==> src/rtl/iob_ila_dump.sv <==
// Reads an ILA capture buffer over an IOb-Native register bus and streams every
// sample word out, one bus transaction at a time.
module iob_ila_dump #(
    parameter int ADDR_W             = 4,
    parameter int DATA_W             = 32,
    parameter int SIGNAL_W           = 32,
    parameter int BUFFER_W           = 10,
    parameter int N_SAMPLES_ADDR     = 0,
    parameter int INDEX_ADDR         = 1,
    parameter int SIGNAL_SELECT_ADDR = 2,
    parameter int SAMPLE_DATA_ADDR   = 3
) (
    input  logic                  clk_i,
    input  logic                  cke_i,
    input  logic                  arst_i,
    input  logic                  start_i,
    input  logic                  abort_i,
    output logic                  busy_o,
    output logic                  done_o,
    output logic [15:0]           count_o,
    output logic                  iob_avalid_o,
    output logic [ADDR_W-1:0]     iob_addr_o,
    output logic [DATA_W-1:0]     iob_wdata_o,
    output logic [DATA_W/8-1:0]   iob_wstrb_o,
    input  logic                  iob_ready_i,
    input  logic                  iob_rvalid_i,
    input  logic [DATA_W-1:0]     iob_rdata_i,
    output logic                  m_valid_o,
    output logic [DATA_W-1:0]     m_data_o,
    output logic                  m_last_o,
    input  logic                  m_ready_i
);
    localparam int          WORDS     = (SIGNAL_W + DATA_W - 1) / DATA_W;
    localparam logic [15:0] LAST_WORD = 16'(WORDS - 1);
    localparam int          STRB_W    = DATA_W / 8;

    if (BUFFER_W > 16) begin : g_buffer_w_check
        $error("iob_ila_dump: BUFFER_W must not exceed 16");
    end

    typedef enum logic [3:0] {
        ST_IDLE,
        ST_RD_N,
        ST_WAIT_N,
        ST_WR_IDX,
        ST_WR_SEL,
        ST_RD_DATA,
        ST_WAIT_DATA,
        ST_OUT,
        ST_DONE
    } state_t;

    state_t              state_reg, state_next;
    logic                avalid_reg, avalid_next;
    logic [ADDR_W-1:0]   addr_reg, addr_next;
    logic [DATA_W-1:0]   wdata_reg, wdata_next;
    logic [STRB_W-1:0]   wstrb_reg, wstrb_next;
    logic                m_valid_reg, m_valid_next;
    logic [DATA_W-1:0]   m_data_reg, m_data_next;
    logic                m_last_reg, m_last_next;
    logic [15:0]         count_reg, count_next;
    logic [15:0]         i_reg, i_next;
    logic [15:0]         w_reg, w_next;
    logic                abort_pend_reg, abort_pend_next;

    logic [ADDR_W-1:0]   req_addr;
    logic [DATA_W-1:0]   req_wdata;
    logic                req_write;
    logic                last_word;
    logic                last_sample;

    assign last_word   = (w_reg == LAST_WORD);
    // 17-bit compare so count = 65535 never wraps the sample index
    assign last_sample = ((17'(i_reg) + 17'd1) == 17'(count_reg));

    always_ff @(posedge clk_i) begin
        if (arst_i) begin
            state_reg      <= ST_IDLE;
            avalid_reg     <= 1'b0;
            addr_reg       <= '0;
            wdata_reg      <= '0;
            wstrb_reg      <= '0;
            m_valid_reg    <= 1'b0;
            m_data_reg     <= '0;
            m_last_reg     <= 1'b0;
            count_reg      <= '0;
            i_reg          <= '0;
            w_reg          <= '0;
            abort_pend_reg <= 1'b0;
        end else if (cke_i) begin
            state_reg      <= state_next;
            avalid_reg     <= avalid_next;
            addr_reg       <= addr_next;
            wdata_reg      <= wdata_next;
            wstrb_reg      <= wstrb_next;
            m_valid_reg    <= m_valid_next;
            m_data_reg     <= m_data_next;
            m_last_reg     <= m_last_next;
            count_reg      <= count_next;
            i_reg          <= i_next;
            w_reg          <= w_next;
            abort_pend_reg <= abort_pend_next;
        end
    end

    // Fields of the request each bus state issues
    always_comb begin
        req_addr  = '0;
        req_wdata = '0;
        req_write = 1'b0;
        case (state_reg)
            ST_RD_N:    req_addr = ADDR_W'(N_SAMPLES_ADDR);
            ST_WR_IDX: begin
                req_addr  = ADDR_W'(INDEX_ADDR);
                req_wdata = DATA_W'(i_reg);
                req_write = 1'b1;
            end
            ST_WR_SEL: begin
                req_addr  = ADDR_W'(SIGNAL_SELECT_ADDR);
                req_wdata = DATA_W'(w_reg);
                req_write = 1'b1;
            end
            ST_RD_DATA: req_addr = ADDR_W'(SAMPLE_DATA_ADDR);
            default:    ;
        endcase
    end

    always_comb begin
        state_next      = state_reg;
        avalid_next     = avalid_reg;
        addr_next       = addr_reg;
        wdata_next      = wdata_reg;
        wstrb_next      = wstrb_reg;
        m_valid_next    = m_valid_reg;
        m_data_next     = m_data_reg;
        m_last_next     = m_last_reg;
        count_next      = count_reg;
        i_next          = i_reg;
        w_next          = w_reg;
        abort_pend_next = abort_pend_reg | abort_i;

        case (state_reg)
            ST_IDLE: begin
                abort_pend_next = 1'b0;
                if (start_i) begin
                    state_next = ST_RD_N;
                end
            end
            // The entry cycle of a bus state loads the request; avalid then
            // holds until ready, and an abort only acts once nothing is in flight.
            ST_RD_N, ST_WR_IDX, ST_WR_SEL, ST_RD_DATA: begin
                if (!avalid_reg) begin
                    if (abort_pend_next) begin
                        state_next = ST_DONE;
                    end else begin
                        avalid_next = 1'b1;
                        addr_next   = req_addr;
                        wdata_next  = req_wdata;
                        wstrb_next  = req_write ? {STRB_W{1'b1}} : {STRB_W{1'b0}};
                    end
                end else if (iob_ready_i) begin
                    avalid_next = 1'b0;
                    if (state_reg == ST_RD_N) begin
                        state_next = ST_WAIT_N;
                    end else if (state_reg == ST_RD_DATA) begin
                        state_next = ST_WAIT_DATA;
                    end else if (abort_pend_next) begin
                        state_next = ST_DONE;
                    end else if (state_reg == ST_WR_IDX) begin
                        state_next = ST_WR_SEL;
                    end else begin
                        state_next = ST_RD_DATA;
                    end
                end
            end
            ST_WAIT_N: begin
                if (iob_rvalid_i) begin
                    count_next = iob_rdata_i[15:0];
                    i_next     = '0;
                    w_next     = '0;
                    if (abort_pend_next || (iob_rdata_i[15:0] == 16'd0)) begin
                        state_next = ST_DONE;
                    end else begin
                        state_next = ST_WR_IDX;
                    end
                end
            end
            ST_WAIT_DATA: begin
                if (iob_rvalid_i) begin
                    if (abort_pend_next) begin
                        state_next = ST_DONE;
                    end else begin
                        m_data_next  = iob_rdata_i;
                        m_valid_next = 1'b1;
                        m_last_next  = last_sample && last_word;
                        state_next   = ST_OUT;
                    end
                end
            end
            ST_OUT: begin
                if (abort_i) begin
                    m_valid_next = 1'b0;
                    m_last_next  = 1'b0;
                    state_next   = ST_DONE;
                end else if (m_ready_i) begin
                    m_valid_next = 1'b0;
                    m_last_next  = 1'b0;
                    if (!last_word) begin
                        w_next     = w_reg + 16'd1;
                        state_next = ST_WR_SEL;
                    end else if (!last_sample) begin
                        i_next     = i_reg + 16'd1;
                        w_next     = '0;
                        state_next = ST_WR_IDX;
                    end else begin
                        state_next = ST_DONE;
                    end
                end
            end
            ST_DONE: begin
                abort_pend_next = 1'b0;
                state_next      = ST_IDLE;
            end
            default: state_next = ST_IDLE;
        endcase
    end

    assign busy_o       = (state_reg != ST_IDLE);
    assign done_o       = (state_reg == ST_DONE);
    assign count_o      = count_reg;
    assign iob_avalid_o = avalid_reg;
    assign iob_addr_o   = addr_reg;
    assign iob_wdata_o  = wdata_reg;
    assign iob_wstrb_o  = wstrb_reg;
    assign m_valid_o    = m_valid_reg;
    assign m_data_o     = m_data_reg;
    assign m_last_o     = m_last_reg;
endmodule

==> config.mk <==
export PLATFORM = sky130hd
export DESIGN_NAME = iob_ila_dump
export DESIGN_NICKNAME = d
export VERILOG_FILES = /design/src/rtl/iob_ila_dump.sv
export SDC_FILE = /design/constraint.sdc
export NUM_CORES = 1
export LEC_CHECK = 0
export BUFFER_PORTS_ARGS = -buffer_cell sky130_fd_sc_hd__buf_2
export CORE_MARGIN = 2
export CORE_UTILIZATION = 54
export DETAILED_ROUTE_END_ITERATION = 7
export GPL_ROUTABILITY_DRIVEN = 0
export PLACE_DENSITY = 0.8
export SLEW_MARGIN = 20
export SYNTH_ARGS = -nofsm -noshare
export SYNTH_HDL_FRONTEND = slang
export SYNTH_SLANG_ARGS = --single-unit
==> constraint.sdc <==
create_clock -name clk_i -period 3.9 [get_ports clk_i]
set_input_delay 1.17 -clock clk_i [delete_from_list [all_inputs] [get_ports clk_i]]
set_output_delay 1.17 -clock clk_i [all_outputs]
set_load 0.03 [all_outputs]
==> results of run 1 <==
-- layer usage --
| layer | track usage [%] | wire length (µm) |
|---|---|---|
| met1 | 35.8 | 6280 |
| met2 | 44.1 | 7120 |
| met3 | 5.38 | 1590 |
| met4 | 9.33 | 262 |
| met5 | 0 | 0 |
-- power groups by stage --
stage                     sequential [mW]  clock [mW]  combinational (mW)
after floorplan                      1.15           0               0.118
after global placement               1.14           0               0.168
after detailed placement             1.14           0               0.169
after CTS                            1.11       0.716               0.169
after global routing                 1.12       0.757               0.185
final                                1.11       0.701               0.172
-- through the flow --
step | setup WS (ps) | total power, mW | cell area [µm²] | instances | hold slack [ps]
6_report | 595 | 1.99 | 6260 | 918 | 458
5_1_grt | 455 | 2.06 | 6260 | 918 | 479
4_1_cts | 662 | 2.00 | 6260 | 918 | 461
3_5_place_dp | 708 | 1.31 | 6060 | 902 | 446
3_3_place_gp | 848 | 1.31 | 6060 | 902 | 438
2_1_floorplan | 952 | 1.27 | 5610 | 717 | 488
-- layout make-up --
cell class,count,area share (%)
Inverter,6,0.360
Multi-Input combinational cell,529,48.9
Timing Repair Buffer,127,10.7
Tap cell,133,2.66
Sequential cell,107,34.2
Clock inverter,7,1.22
Clock buffer,9,1.98
-- worst paths after layout --
path	from	end	slack (ps)
max reg2reg	i_reg[0]$_SDFFE_PP0P_	w_reg[9]$_SDFFE_PP0P_	600
min reg2reg	iob_addr_o[1]$_SDFFE_PP0P_	iob_addr_o[1]$_SDFFE_PP0P_	460
min	iob_addr_o[1]$_SDFFE_PP0P_	iob_addr_o[1]$_SDFFE_PP0P_	460
max	i_reg[0]$_SDFFE_PP0P_	w_reg[9]$_SDFFE_PP0P_	600
-- critical path, cell delays in order, from the launching register on --
cell	delay (ps)
dfxtp_1	490
ha_1	340
nand3_1	290
nor3_1	260
a21boi_1	90
or4b_1	670
nor4_4	590
o21ai_4	200
a311oi_2	290
-- kinds of logic after synthesis --
logic type	Yosys count	synth area share, %
simple gates	294	25.3
xor+xnor	26	4.11
fa+ha+maj	3	0.677
compound gates	185	23.2
buf+inv	81	7.49
flops	107	38.6
mux	3	0.541
other cells	1	0.0676
-- cell usage in the layout (no fill, tap or decap), types with 18 or more instances in the layout --
master / Yosys / routed
o21ai_0: 21 / 21
buf_2: 5 / 113
conb_1: 1 / 18
dfxtp_1: 107 / 107
nand3_1: 20 / 20
nor2_1: 45 / 45
nand2_1: 123 / 123
a21oi_1: 73 / 73
nor3_1: 45 / 45
==> metrics.md, run 1 <==
| Metric | Value |
|---|---|
| Worst min path class | reg -> reg |
| Largest area contributor in the netlist | dfxtp_1 |
| Hold Path Depth | 2 |
| Synth top cells by count | nand2_1 (123), dfxtp_1 (107), a21oi_1 (73) |
| Routed via count | ~5600 |
| Setup bufs post-CTS | 0 |
| Power Density | 317 nW/µm² |
| Detailed Route WL | 15200 µm |
| Routed vias/inst | ~6 |
| Switch share | a little over a quarter |
| Synthesized area per cell | ~8 µm² |
| CTS Hold Bufs | 0 |
| Seq cells post-synth | 107 |
| Number of H-tree levels | 3 |
| P_int | 1.45 mW |
| Die H | 105 µm |
| Remaining Overflow, GRT | 0 |
| Tcrit/Tclk final | a little over four fifths |
| CTS resizes | 0 |
| Slew @ Worst Pin | 661 ps |
| P_leak | 2.41 nW |
| DR iter-0 viols | ~510 |
| Setup CP Type | reg -> reg |
| IO Pins | 133 |
| Worst Skew | 5.36 ps |
| Max reg flops | 32 |
| Reg power frac | between 50% and 60% |
| Number of antenna diodes | 0 |
| DR pass1 iterations | 5 |
| Area contributors post-synth | dfxtp_1 (39%), nand2_1 (8.3%), a21oi_1 (6.6%) |
| Slew Limit Fails | 0 |
| CTS Buffer Depth | 2 |
| EDFF count, synth | 0 |
| Synth Cell Area | ~5500 µm² |
| TritonCTS Sinks | 107 |
| Critical Path Fanout Max | 7 |
| Core box area | 9860 µm² |
| Most frequent cell after synthesis | nand2_1 |
| Yosys warning total | 0 |
| Post-DP HPWL | 10900 µm |
| Antenna violations before repair | 0 |
| Port Buffers | 114 |
| Area growth from synthesis to layout | 12.9% |
| FF/Latch Area | 2140 µm² |
| Mapped Cells | 700 |
| Final setup viols | 0 |
| Clock transition at the registers of the reported paths | 110 ps |
| Min Tclk post-route | roughly 3300 ps |
| First-pass GRT wire length | 24900 µm |
| Nets | 823 |
| Worst setup EP type | flip-flop |
| Clock power frac | 35.3% |
| CP startpoint kind | flip-flop |
| Critical path arrival | about 3600 ps |
| Top_reg_cell synth | dfxtp_1 |
| Max Cap Viol | 0 |
| Clock root buffer | clkbuf_8 |
| Largest net degree at the start of global routing | 56 |
| # fillers | 868 |
| Combinational power share | 8.6% |
| DRT antenna net count | 0 |
| Gr usage total | between 20% and 30% |
| Initial core utilization | 56.2% |
| DIE WIDTH | ~110 µm |
| Worst reg-to-reg path cell count | 8 |
| Outcome | complete, no violations |
| Share of Yosys cell area claimed by the top area cell type | 38.6% |
| Worst IR Drop VDD | slightly below 200 µV |
| Vias in the first global route | 5117 |
| CP required | 4180 ps |
| RSZ-0062 raised after global routing | no |
| DIE AREA | 11100 µm² |
| Multi-input logic area | 3060 µm² |
| Switching power total | between 500 and 600 µW |
| Synth cell types | 66 |
| Residual DRC | 0 |
| CTS Buf Count | 9 |
| Final hold viol count | 0 |
| Layout cell share with drive strength beyond 1 | 20.0% |
| Worst-Skew Late Latency | 360 ps |
| CTS tree | yes |
| Fin util | about 63% |
| FMAX | roughly 0.30 GHz |
| Cell Rows | 36 |
| Rel. slew slack | roughly 56% |
| Sequential fraction of the synthesis area | 38.6% |
| Synth async-reset ratio | 0% |
| Drt wl/cell | 16.6 µm |
| Setup TNS | 0 ps |
Power figures use the tool's default switching activity.
==> run 2: changes to the inputs <==
--- a/config.mk
+++ b/config.mk
@@ -5,12 +5,13 @@
 export SDC_FILE = /design/constraint.sdc
 export NUM_CORES = 1
 export LEC_CHECK = 0
+export ABC_AREA = 1
 export BUFFER_PORTS_ARGS = -buffer_cell sky130_fd_sc_hd__buf_2
 export CORE_MARGIN = 2
-export CORE_UTILIZATION = 54
+export CORE_UTILIZATION = 49
 export DETAILED_ROUTE_END_ITERATION = 7
 export GPL_ROUTABILITY_DRIVEN = 0
-export PLACE_DENSITY = 0.8
+export PLACE_DENSITY = 0.77
 export SLEW_MARGIN = 20
 export SYNTH_ARGS = -nofsm -noshare
 export SYNTH_HDL_FRONTEND = slang
==> constraint.sdc (replaced) <==
create_clock -name clk_i -period 2.85 [get_ports clk_i]
set_input_delay 0.855 -clock clk_i [delete_from_list [all_inputs] [get_ports clk_i]]
set_output_delay 0.855 -clock clk_i [all_outputs]
set_load 0.03 [all_outputs]
==> run 2 against run 1 <==
Largest cell class unchanged. Via count grew 6.4%. Highest routed layer unchanged. Non-clock buffer count grew 1. Combinational power grew 22%. Fmax grew 30%. Final cell count grew 23%.
==> metrics.md, run 2 <==
| Metric | Value |
|---|---|
| Crit path top cell by count | nand3_1 |
| Yosys warning total | 0 (unchanged) |
| Layout cell share with drive strength beyond 1 | 16.5% (-3.5 points) |
| Cell family with most CP delay | simple AND/OR/NAND/NOR gates |
| Synth cell types | 37 (-44%) |
| Core box area | 11400 µm² (+16%) |
| Worst Skew | 7.43 ps (+2.06 ps) |
| P_leak | 3.06 nW (+27%) |
| Pre-CTS setup slack | 409 ps (-299 ps) |
| Routed via count | 5992 (+6.4%) |
| Detailed Route WL | 15800 µm (+3.6%) |
| Final setup viols | 0 (unchanged) |
| Switching power total | 732 µW (+37%) |
| Largest net degree at the start of global routing | 34 (-39%) |
| Largest area contributor in the netlist | dfxtp_1 |
| First-pass GRT wire length | 25800 µm (+3.5%) |
| Area contributors post-synth | dfxtp_1 (38%), nor2_1 (11%), nand2_1 (10%) |
| Worst setup EP type | flip-flop |
| Final hold viol count | 0 (unchanged) |
| Synth async-reset ratio | 0% (unchanged) |
| Gr usage total | 25.0% (-2.1 points) |
| Power Density | 450 nW/µm² (+42%) |
| FMAX | 0.393 GHz (+30%) |
| Commonest cells after routing, fill and taps aside | nor2_1 (161), nand2_1 (152), buf_2 (114) |
| CTS resizes | 0 (unchanged) |
| Residual DRC | 0 (unchanged) |
| Routed vias/inst | 5.30 (-14%) |
| Worst-Skew Late Latency | 360 ps (about the same) |
| Hold path endpoint | iob_wdata_o[14]$_SDFFE_PP0P_ |
| Setup CP Type | reg -> reg |
| Min Tclk post-route | 2550 ps (-758 ps) |
| CP startpoint kind | flip-flop |
| Setup bufs post-CTS | 0 (unchanged) |
| Remaining Overflow, GRT | 0 (unchanged) |
| CTS Hold Bufs | 0 (unchanged) |
| Hold Crit Start | iob_wdata_o[14]$_SDFFE_PP0P_ |
| EDFF count, synth | 0 (unchanged) |
| Most common cell after layout, fill and taps aside | nor2_1 |
| Share of Yosys cell area claimed by the top area cell type | 37.5% (-1.1 points) |
| Reg-to-reg slack, setup | 300 ps (-290 ps) |
| Switch share | 24.6% (-2.3 points) |
| CP required | 3080 ps (-1100 ps) |
| Clock power frac | 42.0% (+6.7 points) |
| DIE WIDTH | 112 µm (+6.3%) |
| Top_reg_cell synth | dfxtp_1 |
| DR pass1 iterations | 5 (unchanged) |
| Post-DP HPWL | 11800 µm (+8.1%) |
| Worst reg-to-reg path cell count | 14 (+6) |
| Seq cells post-synth | 107 (unchanged) |
| TritonCTS Sinks | 107 (unchanged) |
| Critical path arrival | 2770 ps (-810 ps) |
| DR iter-0 viols | 473 (-6.3%) |
| Dpl cells | 1115 (+24%) |
| Number of antenna diodes | 0 (unchanged) |
| Hold Path Depth | 2 (unchanged) |
| Non-filler cells, final | 1130 (+23%) |
| Area growth from synthesis to layout | 16.1% |
| Clock root buffer | clkbuf_16 |
| Nets | 1026 (+25%) |
| Port Buffers | 114 (unchanged) |
| Combinational power share | 7.1% (-1.5 points) |
| Slew @ Worst Pin | 993 ps (+331 ps) |
| Number of H-tree levels | 3 (unchanged) |
| Critical Path Fanout Max | 14 (+7) |
| Antenna violations before repair | 0 (unchanged) |
| RSZ-0062 raised after global routing | no |
| CP max stage cell | dfxtp_1 |
| Outcome | complete, no violations |
| Synthesized area per cell | 6.47 µm² (-18%) |
| Rel. slew slack | 33.7% (-22 points) |
| Max reg flops | 32 (unchanged) |
| Slowest stage delay, CP | 380 ps (-290 ps) |
| DIE AREA | 12500 µm² (+13%) |
| WP buf/inv | 0 (unchanged) |
| DRT antenna net count | 0 (unchanged) |
| Synth Cell Area | 5710 µm² (+3.0%) |
| WHS | 442 ps (-15.6 ps) |
| Max Cap Viol | 0 (unchanged) |
| P_int | 2.25 mW (+55%) |
| Initial core utilization | 50.0% (-6.2 points) |
| Mapped Cells | 883 (+26%) |
| Worst IR Drop VDD | 364 µV (+84%) |
| Synth top cells by count | nor2_1 (162), nand2_1 (152), dfxtp_1 (107) |
| Most frequent cell after synthesis | nor2_1 |
| R2r startpoint | i_reg[0]$_SDFFE_PP0P_ |
| Drt wl/cell | 14.0 µm (-16%) |
| Slew Limit Fails | 0 (unchanged) |
| IO Pins | 133 (unchanged) |
| Cell Rows | 39 (+8.3%) |
| Die H | 112 µm (+6.3%) |
| CTS Buf Count | 9 (unchanged) |
| Setup TNS | 0 ps (unchanged) |
| CTS tree | yes |
| Reg power frac | 51.0% (-5.0 points) |
| Vias in the first global route | 5392 (+5.4%) |
| Worst min path class | reg -> reg |
| Clock transition at the registers of the reported paths | 70 ps (-40 ps) |
| Tcrit/Tclk final | 89.3% (+4.6 points) |
| Crit path cell chain | ha_1, nand3_1, nor2_1, nand4_1, nand3_1, nand2_1, nor2_1, nand3_1, o21ai_2, nand2_2, nand2_4, nand2_2, nand2_1, a21oi_1 |
| Sequential fraction of the synthesis area | 37.5% (-1.1 points) |
| Reg2reg end | w_reg[14]$_SDFFE_PP0P_ |
| Final WS setup | 304 ps (-292 ps) |
| CTS Buffer Depth | 2 (unchanged) |
run 2: changes by cell type in the layout (fill, tap and decap cells not counted), sizes merged, moves of 35 or more:
cell | before | now
nor2 | 45 | 168
nor3 | 45 | 4
o21ai | 23 | 86
nand3 | 20 | 71
inv | 7 | 102
nand2 | 124 | 159
run 2: worst max-delay path by stage:
stage                                startpoint                        end  slack [ps]  depth (start not counted)
after global routing      i_reg[0]$_SDFFE_PP0P_     i_reg[11]$_SDFFE_PP0P_          60                         17
after CTS                 i_reg[0]$_SDFFE_PP0P_     w_reg[14]$_SDFFE_PP0P_         370                         16
after detailed placement  i_reg[0]$_SDFFE_PP0P_      w_reg[2]$_SDFFE_PP0P_         410                         16
after floorplan                         abort_i  m_data_o[22]$_SDFFE_PP0P_         650                          9
final                     i_reg[0]$_SDFFE_PP0P_     w_reg[14]$_SDFFE_PP0P_         300                         14
after global placement    i_reg[0]$_SDFFE_PP0P_     i_reg[10]$_SDFFE_PP0P_         470                         17
run 2: cells by family after synthesis:
group                      Yosys count  synth area share, %
and+or+nand+nor                    432                 32.5
AOI/OAI and AO/OA                  177                 16.3
adders and majority gates            3                0.657
xor gates and xnor gates             4                0.614
buffers and inverters              159                 12.4
other                                1               0.0657
DFF                                107                 37.5
run 2: power by group through the flow:
stage	registers (mW)	clock network, mW	logic, mW
6_report	1.52	1.25	0.210
4_1_cts	1.52	1.28	0.209
5_1_grt	1.52	1.33	0.230
3_5_place_dp	1.55	0	0.209
3_3_place_gp	1.55	0	0.208
2_1_floorplan	1.57	0	0.138
run 2: cell type report:
type | count | area [µm²]
Clock buffer | 10 | 229
Clock inverter | 5 | 62.6
Fill cell | 1143 | 4790
Inverter | 103 | 387
Multi-Input combinational cell | 634 | 2930
Sequential cell | 107 | 2140
Tap cell | 143 | 179
Timing Repair Buffer | 128 | 701
run 2: metal layers:
metal / part of all wire [%] / vias to the layer above / wire, µm / track usage (%)
met3: 6.0 / 25 / 954 / 5.17
met5: 0 / - / 0 / 0
met1: 45 / 2722 / 7080 / 32.8
li1: - / 3036 / - / -
met4: 2.0 / 0 / 315 / 9.02
met2: 47 / 209 / 7450 / 40.9
run 2: tightest hold or removal path: stages, from the launching register on:
cell and delay [ps]:
dfxtp_1 310, inv_1 40, a21oi_1 50
run 2: metrics by stage:
step | power, mW | util, % | area [µm²]
floorplan | 1.71 | - | 5770
global placement | 1.76 | 55.5 | 6340
detailed placement | 1.76 | 55.5 | 6340
CTS | 3.00 | 58.1 | 6630
global route | 3.08 | 58.1 | 6630
finish | 2.98 | 58.1 | 6630
==> run 3: changes to the inputs <==
--- a/config.mk
+++ b/config.mk
@@ -12,6 +12,7 @@
 export DETAILED_ROUTE_END_ITERATION = 7
 export GPL_ROUTABILITY_DRIVEN = 0
 export PLACE_DENSITY = 0.77
+export SETUP_SLACK_MARGIN = 0.4
 export SLEW_MARGIN = 20
 export SYNTH_ARGS = -nofsm -noshare
 export SYNTH_HDL_FRONTEND = slang
==> run 3 against run 2 <==
Clock power barely moved. Cell area rose by 2.2%. Via count rose by 0.83%.
==> metrics.md, run 3 (synthesis results as in run 2) <==
| Metric | Value |
|---|---|
| Outcome | complete, no violations |
| Met1 WL | 6990 µm (-1.3%) |
| Fin util | 59.3% (+1.3 points) |
| CP Launch Point | i_reg[9]$_SDFFE_PP0P_ |
| Setup TNS | 0 ps (unchanged) |
| Slew @ Worst Pin | 1000 ps (+10.5 ps) |
| Routed via count | 6042 (+0.83%) |
| Routed vias/inst | 5.33 (+0.57%) |
| Switch share | 24.6% (+0.053 points) |
| FMAX | 0.430 GHz (+9.6%) |
| Routed wl met3 | 1050 µm (+10%) |
| Clock transition at the registers of the reported paths | 70 ps (about the same) |
| Number of H-tree levels | 3 (unchanged) |
| Final setup viols | 0 (unchanged) |
| Residual DRC | 0 (unchanged) |
| Worst IR Drop VDD | 366 µV (+0.37%) |
| DR iter-0 viols | 500 (+5.7%) |
| Top layer in use | met4 |
| DRT antenna net count | 0 (unchanged) |
| CP startpoint kind | flip-flop |
| Final Instance Area | 6770 µm² (+2.2%) |
| CP required | 3080 ps (about the same) |
| Setup CP Type | reg -> reg |
| Final WS setup | 527 ps (+223 ps) |
| DIE AREA | 12500 µm² (unchanged) |
| Reg power frac | 50.9% (about the same) |
| Critical Path Fanout Max | 14 (unchanged) |
| Largest net degree at the start of global routing | 34 (unchanged) |
| CTS Buf Count | 9 (unchanged) |
| P_leak | 3.10 nW (+1.2%) |
| Dpl cells | 1115 (unchanged) |
| Tcrit/Tclk final | 81.5% (-7.8 points) |
| Cell Rows | 39 (unchanged) |
| WHS | 442 ps (-0.387 ps) |
| R2r startpoint | i_reg[9]$_SDFFE_PP0P_ |
| Rel. slew slack | 33.0% (-0.70 points) |
| Clock power frac | 42.0% (about the same) |
| Worst-Skew Late Latency | 360 ps (about the same) |
| Final hold viol count | 0 (unchanged) |
| Worst setup EP type | flip-flop |
| Max Cap Viol | 0 (unchanged) |
| Port Buffers | 114 (unchanged) |
| CTS tree | yes |
| Slew Limit Fails | 0 (unchanged) |
| Antenna violations before repair | 0 (unchanged) |
| Min Tclk post-route | 2320 ps (-223 ps) |
| Power Density | 440 nW/µm² (-2.2%) |
| Vias in the first global route | 5404 (+0.22%) |
| Area growth from synthesis to layout | 18.6% |
| Cell Area, Placed | 6340 µm² (unchanged) |
| DIE WIDTH | 112 µm (unchanged) |
| Detailed Route WL | 16000 µm (+1.6%) |
| Commonest cells after routing, fill and taps aside | nor2_1 (158), nand2_1 (149), buf_2 (114) |
| Max reg flops | 32 (unchanged) |
| Number of antenna diodes | 0 (unchanged) |
| Post-DP HPWL | 11800 µm (unchanged) |
| Nets | 1029 (+0.29%) |
| RSZ-0062 raised after global routing | no |
| P_int | 2.25 mW (about the same) |
| Die H | 112 µm (unchanged) |
| Worst Skew | 7.23 ps (-0.194 ps) |
| Clock root buffer | clkbuf_16 |
| Most common cell after layout, fill and taps aside | nor2_1 |
| Met2 WL | 7630 µm (+2.5%) |
| IO Pins | 133 (unchanged) |
| Drt wl/cell | 14.2 µm (+1.3%) |
| # fillers | 1122 (-1.8%) |
| Gr usage total | 25.0% (+0.034 points) |
| Total power | 2.98 mW (about the same) |
| Initial core utilization | 50.0% (unchanged) |
| DR pass1 iterations | 5 (unchanged) |
| Combinational power share | 7.1% (about the same) |
| Switching power total | 733 µW (+0.21%) |
| Layout cell share with drive strength beyond 1 | 18.7% (+2.2 points) |
| Critical path arrival | 2550 ps (-220 ps) |
| Hold Crit Start | iob_wdata_o[9]$_SDFFE_PP0P_ |
| Core box area | 11400 µm² (unchanged) |
| Worst min path class | reg -> reg |
| TritonCTS Sinks | 107 (unchanged) |
| CTS Buffer Depth | 2 (unchanged) |
| Remaining Overflow, GRT | 0 (unchanged) |
| First-pass GRT wire length | 25800 µm (+0.16%) |
| Non-filler cells, final | 1133 (+0.27%) |
| Pre-CTS setup slack | 409 ps (unchanged) |
==> run 3: worst paths after layout <==
path,to,slack [ps],cells past startpoint
max reg2reg,w_reg[14]$_SDFFE_PP0P_,530,15
min,iob_wdata_o[9]$_SDFFE_PP0P_,440,2
max,w_reg[14]$_SDFFE_PP0P_,530,15
min reg2reg,iob_wdata_o[9]$_SDFFE_PP0P_,440,2
==> run 3: layout make-up <==
cell class                 instances  area (µm²)  share of cell area, %
timing repair buffer             130         728                   10.7
inverter                         103         387                   5.71
clock buffer                      10         229                   3.38
tap                              143         179                   2.64
multi-input combinational        635        3040                   44.8
sequential                       107        2150                   31.8
clock inverter                     5        62.6                  0.924
==> run 3: repair_timing <==
action                                  CTS  global route
hold buffers                              0             0
setup buffers                             0             2
gates resized for setup                   1            27
gates cloned                              0             1
pin swaps                                 0             5
endpoints found under the setup margin    9            35
endpoints found under the hold margin     0             0
==> run 3: critical path, cell delays in order, from the launching register on <==
cell	delay (ps)
dfxtp_1	430
nand2_1	160
nor2_1	230
nand3_1	150
nand2_2	90
nand2_1	70
nand2_1	60
nand2_1	50
nor2_2	120
nand3_2	120
o21ai_2	160
nand2_2	130
nand2_8	140
nand2_4	130
nand2_1	90
a21oi_1	60
==> run 3: metal layers <==
layer  track usage (%)  vias up
met5                 0        -
met4              9.02        0
met3              5.17       33
met2              41.0      215
met1              32.8     2746
li1                  -     3048
==> run 3: power groups by stage <==
stage | sequential, mW | combinational, mW | clock, mW
after CTS | 1.52 | 0.209 | 1.28
final | 1.52 | 0.212 | 1.25
after global routing | 1.52 | 0.231 | 1.33
after detailed placement | 1.55 | 0.209 | 0
after floorplan | 1.57 | 0.138 | 0
after global placement | 1.55 | 0.208 | 0
